===== config.mk =====
export PLATFORM = sky130hd
export DESIGN_NAME = fifo_sync
export DESIGN_NICKNAME = d
export VERILOG_FILES = /design/src/rtl/fifo_sync.sv
export SDC_FILE = /design/constraint.sdc
export NUM_CORES = 1
export LEC_CHECK = 0
export BUFFER_PORTS_ARGS = -buffer_cell sky130_fd_sc_hd__buf_2
export CAP_MARGIN = 20
export CORE_MARGIN = 2
export CORE_UTILIZATION = 60
export DETAILED_ROUTE_END_ITERATION = 8
export GPL_TIMING_DRIVEN = 0
export PLACE_DENSITY = 0.86
export SKIP_LAST_GASP = 1
export SLEW_MARGIN = 20
export SYNTH_ARGS = -nofsm -noshare
export SYNTH_HDL_FRONTEND = slang
export SYNTH_SLANG_ARGS = --single-unit

===== constraint.sdc =====
create_clock -name clk -period 4.85 [get_ports clk]
set_input_delay 0.97 -clock clk [delete_from_list [all_inputs] [get_ports clk]]
set_output_delay 0.97 -clock clk [all_outputs]
set_load 0.05 [all_outputs]

===== src/rtl/fifo_sync.sv =====
`default_nettype none
// ============================================================================
// Module  : fifo_sync
// Brief   : Single-clock FIFO with chip-select gated strobes, registered read
//           data and combinational full/empty flags. Optional sticky
//           overflow/underflow outputs when FIFO_SYNC_ERR_FLAGS_EN is defined.
// Revision: 1.0 - initial release
// ============================================================================
module fifo_sync #(
    parameter int FIFO_DEPTH = 8,
    parameter int DATA_WIDTH = 32
) (
    input  logic                  clk,
    input  logic                  rst_n,
    input  logic                  cs,
    input  logic                  wr_en,
    input  logic                  rd_en,
    input  logic [DATA_WIDTH-1:0] data_in,
    output logic [DATA_WIDTH-1:0] data_out,
    output logic                  empty,
    output logic                  full
`ifdef FIFO_SYNC_ERR_FLAGS_EN
    ,
    output logic                  overflow,
    output logic                  underflow
`endif
);

    localparam int c_ADDR_W = $clog2(FIFO_DEPTH);

    logic [c_ADDR_W:0]     r_wr_ptr;
    logic [c_ADDR_W:0]     r_rd_ptr;
    logic [DATA_WIDTH-1:0] r_mem [FIFO_DEPTH];
    logic [DATA_WIDTH-1:0] r_data_out;
    logic                  w_wr_acc;
    logic                  w_rd_acc;

    // Extra MSB on each pointer distinguishes full from empty when indices match.
    assign empty = (r_wr_ptr == r_rd_ptr);
    assign full  = (r_wr_ptr[c_ADDR_W-1:0] == r_rd_ptr[c_ADDR_W-1:0]) &&
                   (r_wr_ptr[c_ADDR_W] != r_rd_ptr[c_ADDR_W]);

    assign w_wr_acc = cs && wr_en && !full;
    assign w_rd_acc = cs && rd_en && !empty;

    assign data_out = r_data_out;

    always_ff @(posedge clk) begin
        if (!rst_n) begin
            r_wr_ptr   <= '0;
            r_rd_ptr   <= '0;
            r_data_out <= '0;
        end else begin
            if (w_wr_acc) begin
                r_wr_ptr <= r_wr_ptr + {{c_ADDR_W{1'b0}}, 1'b1};
            end
            if (w_rd_acc) begin
                r_rd_ptr   <= r_rd_ptr + {{c_ADDR_W{1'b0}}, 1'b1};
                r_data_out <= r_mem[r_rd_ptr[c_ADDR_W-1:0]];
            end
        end
    end

    // Storage is deliberately left out of reset.
    always_ff @(posedge clk) begin
        if (rst_n && w_wr_acc) begin
            r_mem[r_wr_ptr[c_ADDR_W-1:0]] <= data_in;
        end
    end

`ifdef FIFO_SYNC_ERR_FLAGS_EN
    logic r_overflow;
    logic r_underflow;

    always_ff @(posedge clk) begin
        if (!rst_n) begin
            r_overflow  <= 1'b0;
            r_underflow <= 1'b0;
        end else begin
            if (cs && wr_en && full) begin
                r_overflow <= 1'b1;
            end
            if (cs && rd_en && empty) begin
                r_underflow <= 1'b1;
            end
        end
    end

    assign overflow  = r_overflow;
    assign underflow = r_underflow;
`endif

endmodule
`default_nettype wire


# Word level (Yosys, flattened, before mapping)
# Memories as Yosys holds them, arrays and structs flattened. A register that Yosys moved wholly into a read port is not among the register bits.
# Index checks and enable logic that the tools add are counted.
[op_classes]
addsub = 2
eq_ne = 3
mux = 2
n_reduce_logical = 9
[op_table]
columns = ["operator", "count"]
rows = [
  ["4-bit by 1-bit adder with 4-bit output (second input constant)", 2],
  ["1-bit logical AND", 6],
  ["4-bit == test", 1],
  ["3-bit == test", 1],
  ["1-bit logical NOT", 3],
  ["1-bit two-way mux", 2],
  ["1-bit inequality test", 1],
]
[totals]
ram_bits = 256
memories = 1
wordCells = 19
output_inout_bits = 34
ff_bits = 8
[memory_table]
columns = ["memory", "depth", "word_bits", "rd", "rd_ports_with_merged_regs", "write_ports", "line", "rtl"]
rows = [
  ["r_mem", 8, 32, 1, 1, 1, "33", "logic [DATA_WIDTH-1:0] r_mem [FIFO_DEPTH];"],
]

# Logic depth before layout (Yosys ltp)
[depth]
word_depth = 7
mapped_depth = 6
mapped_depth_nobuf = 4

# Least setup slack after synthesis
# OpenSTA, ideal clock, no wires.
[synth_timing]
path_kind = "input port to flip-flop"
startpoint = "input port cs"
endpoint = "memory r_mem[4][0] (enable)"
setup_time_ns = 0.461
path_stages = 4
required_ns = 4.389
t_arrival_ns = 3.702
n_path_buf = 0
path_slack_ns = 0.687
cell_sequence = "nand2_1 > a41oi_2 > nand3_1 > nor3_1"
[synth_via]
elab_chain_cells = 5
[synth_rtl]
columns = ["element", "line", "rtl"]
rows = [
  ["from (decl)", "15", "input logic cs,"],
  ["1-bit logical AND (2 in series)", "43", "assign w_wr_acc = cs && wr_en && !full;"],
  ["1-bit logical AND", "66", "if (rst_n && w_wr_acc) begin"],
  ["1-bit two-way mux", "66", ""],
  ["1-bit two-way mux (not written as such)", "67", "r_mem[r_wr_ptr[c_ADDR_W-1:0]] <= data_in;"],
  ["to (decl)", "33", ""],
]
# No other way between the ends.

# Worst setup path in the final report
[layout_timing]
startpoint = "register r_rd_ptr[2]"
endpoint = "output port full"
[layout_via]
elab_chain_cells = 2
[layout_rtl]
columns = ["element", "line", "rtl"]
rows = [
  ["from (decl)", "32", "logic [c_ADDR_W:0] r_rd_ptr;"],
  ["from (signal assigned)", "58", "r_rd_ptr <= r_rd_ptr + {{c_ADDR_W{1'b0}}, 1'b1};"],
  ["3-bit == test", "40", "assign full = (r_wr_ptr[c_ADDR_W-1:0] == r_rd_ptr[c_ADDR_W-1:0]) &&"],
  ["1-bit logical AND", "40", ""],
  ["to (decl)", "21", "output logic full"],
]
# No other way between the ends.

==> impl_metrics.ini <==
[outcome]
status = complete, no violations

[timing]
final.setup.tns_ps = 0
setup_viol = 0
timing.final.crit_share_pct = 68.0
maxSlewViolCount = 0
finClkSkew_ps = 8.81
min_period_ps = 3300
hold_viol = 0
worst_slew_pin_slew_ps = 958
rsz0062_at_grt = no
slew_headroom_pct = 36.1
fmaxAchievable_ghz = 0.303

[synth]
synth_area_mm2 = 0.0112
synth_edf_count = 256
syn_area_per_cell_um2 = 20.6
synthCells = 545
yosys_most_used_dff = edfxtp_1
synth_nets = 584
seq_area_frac_synth_pct = 75.8
synth_cell_type_count = 26
synth-async-reset-ratio_pct = 0
yosysWarnings = 0
ys_ff_latch = 296

[critical_path]
path_delay_family = buffers and inverters
critPathMaxFanout = 10
slowest_delay_ps = 590
cp-startpoint = r_rd_ptr[2]$_SDFFE_PN0P_
worstPathCellList = buf_4 -> clkbuf_1 -> xor2_1 -> nor3_1 -> buf_2
path_class = reg -> out
endpoint_kind = output pin
path_buf_inv = 3
cp.required_ps = 3880
worstPathArrival_ps = 2330
cp-start-kind = register
rr_startpoint = r_rd_ptr[1]$_SDFFE_PN0P_
critPathSlowestCell = clkbuf_1

[die]
die_y_um = 141
start_util_pct = 61.7
die_width_um = 141
die_area_mm2 = 0.0198
num_rows = 49
coreArea_mm2 = 0.0181
io_pins = 71

[routing]
wl_per_cell_um = 26.3
ant_nets = 0
vias = 5794
wirelength_um = 24000
drc_errors = 0
drtPass1Iterations = 5
drt-vias-per-instance = 6.34
initialDrtViolationCount = 530

[placed_design]
gp_congestion = 0.729
portBuffers = 69
post-dp-hpwl_um = 15200

[global_route]
grt_antenna_before_repair = 1
overflow = 0
grt_pass1_vias = 6198
grt_use_total_pct = 25.0
grt_pass1_wl_um = 36300
grt_max_degree = 20

[layout]
area_growth_pct = 16.9
n_fill_cell = 1023
layout-drive-gt1-share_pct = 33.2
layout_commonest_cell = edfxtp_1
nets = 701
layout_common_cells = 256 x edfxtp_1, 81 x buf_2, 63 x mux4_2

[clock_network]
cts.sinks = 296
cts_htree_levels = 1
clock_latency_ps = 540
cts_buffer_depth = 3
cts_buffers = 29
holdBufCountCts = 0
postCtsSetupRepairBufs = 0
cts_root_buf = clkbuf_16
cts_resized = 0
clk_pin_slew_worst_paths_ps = 60
cts_tree = built

[pwr]
ir_worst_vdd_mv = 0.301
power.density_mw_per_mm2 = 402
power_mw = 5.27
leakagePower_nw = 4.34

[hold_path]
hp-start = data_out[26]$_SDFFE_PN0P_
worstHoldPathType = reg -> reg

[job]
cap_violations = 0
## cell type report
class / instances / area [µm²] / area share [%]
multi-input combinational: 214 / 2510 / 19.2
clock inverter: 16 / 138 / 1.05
timing repair buffer: 86 / 641 / 4.89
buffer: 35 / 258 / 1.97
sequential: 296 / 8490 / 64.8
antenna: 1 / 2.50 / 0.0191
tap: 229 / 287 / 2.19
clock buffer: 37 / 776 / 5.92
## final timing paths
path              slack (ps)  cells past startpoint                        end
hold / removal           540                      2  data_out[26]$_SDFFE_PN0P_
hold reg to reg          540                      2  data_out[26]$_SDFFE_PN0P_
setup reg to reg        1920                      7     r_mem[4][21]$_DFFE_PP_
setup / recovery        1550                      5                       full
## worst register-to-register path: stages (launching register included)
cell and delay (ps):
dfxtp_1 320, buf_4 190, xnor2_2 190, a41oi_2 340, nand3_1 360, nor3_2 680
buf_4 330, buf_4 200
## per-layer routing
metal	global-route usage [%]	part of all wire, %	wire (µm)
met3	4.82	8.2	1960
met2	42.3	51	12200
met4	10.0	3.4	820
met5	0	0	0
met1	32.7	38	9030
## sequential cells by signal, indices dropped and copies added (netlist names)
signal,count
r_wr_ptr,4
data_out,32
r_mem,256
r_rd_ptr,4
## cell usage after synthesis, types with 3 or more instances
| cell type | count | area [µm²] |
|---|---|---|
| a21oi_1 | 32 | 160 |
| nor2_1 | 6 | 22.5 |
| buf_2 | 12 | 60.1 |
| xor2_1 | 4 | 35.0 |
| xnor2_2 | 3 | 48.8 |
| clkbuf_1 | 9 | 33.8 |
| nand2b_1 | 6 | 37.5 |
| buf_4 | 6 | 45.0 |
| o21ai_0 | 34 | 170 |
| edfxtp_1 | 256 | 7690 |
| nand2_1 | 12 | 45.0 |
| nand3_1 | 3 | 15.0 |
| mux2i_1 | 36 | 360 |
| buf_12 | 5 | 100 |
| mux4_2 | 63 | 1420 |
| nor3_1 | 4 | 20.0 |
| dfxtp_1 | 40 | 801 |
## cell families after synthesis
family,count (synthesis),synth area share (%)
buffers and inverters,35,2.30
flip-flops,296,75.8
XOR/XNOR,8,0.826
AO/OA/AOI/OAI,68,3.24
adder cells (fa/ha/maj),2,0.223
AND/OR/NAND/NOR,36,1.54
multiplexers,100,16.1
## stage by stage
step	util (%)	setup slack (ps)	cell area, µm²	hold slack (ps)	std cells
2_1_floorplan	-	687	11200	482	545
6_report	72.2	1550	13100	537	914
3_3_place_gp	65.2	-1690	11800	492	843
4_1_cts	72.2	1560	13100	539	913
5_1_grt	72.2	1470	13100	574	914
3_5_place_dp	67.2	1450	12200	521	860
## power by group
group | total (mW) | internal, mW | switching, mW
combinational | 0.310 | 0.111 | 0.199
sequential | 2.81 | 2.80 | 0.0142
clock | 2.15 | 1.24 | 0.914
(Power assumes the default switching activity.)
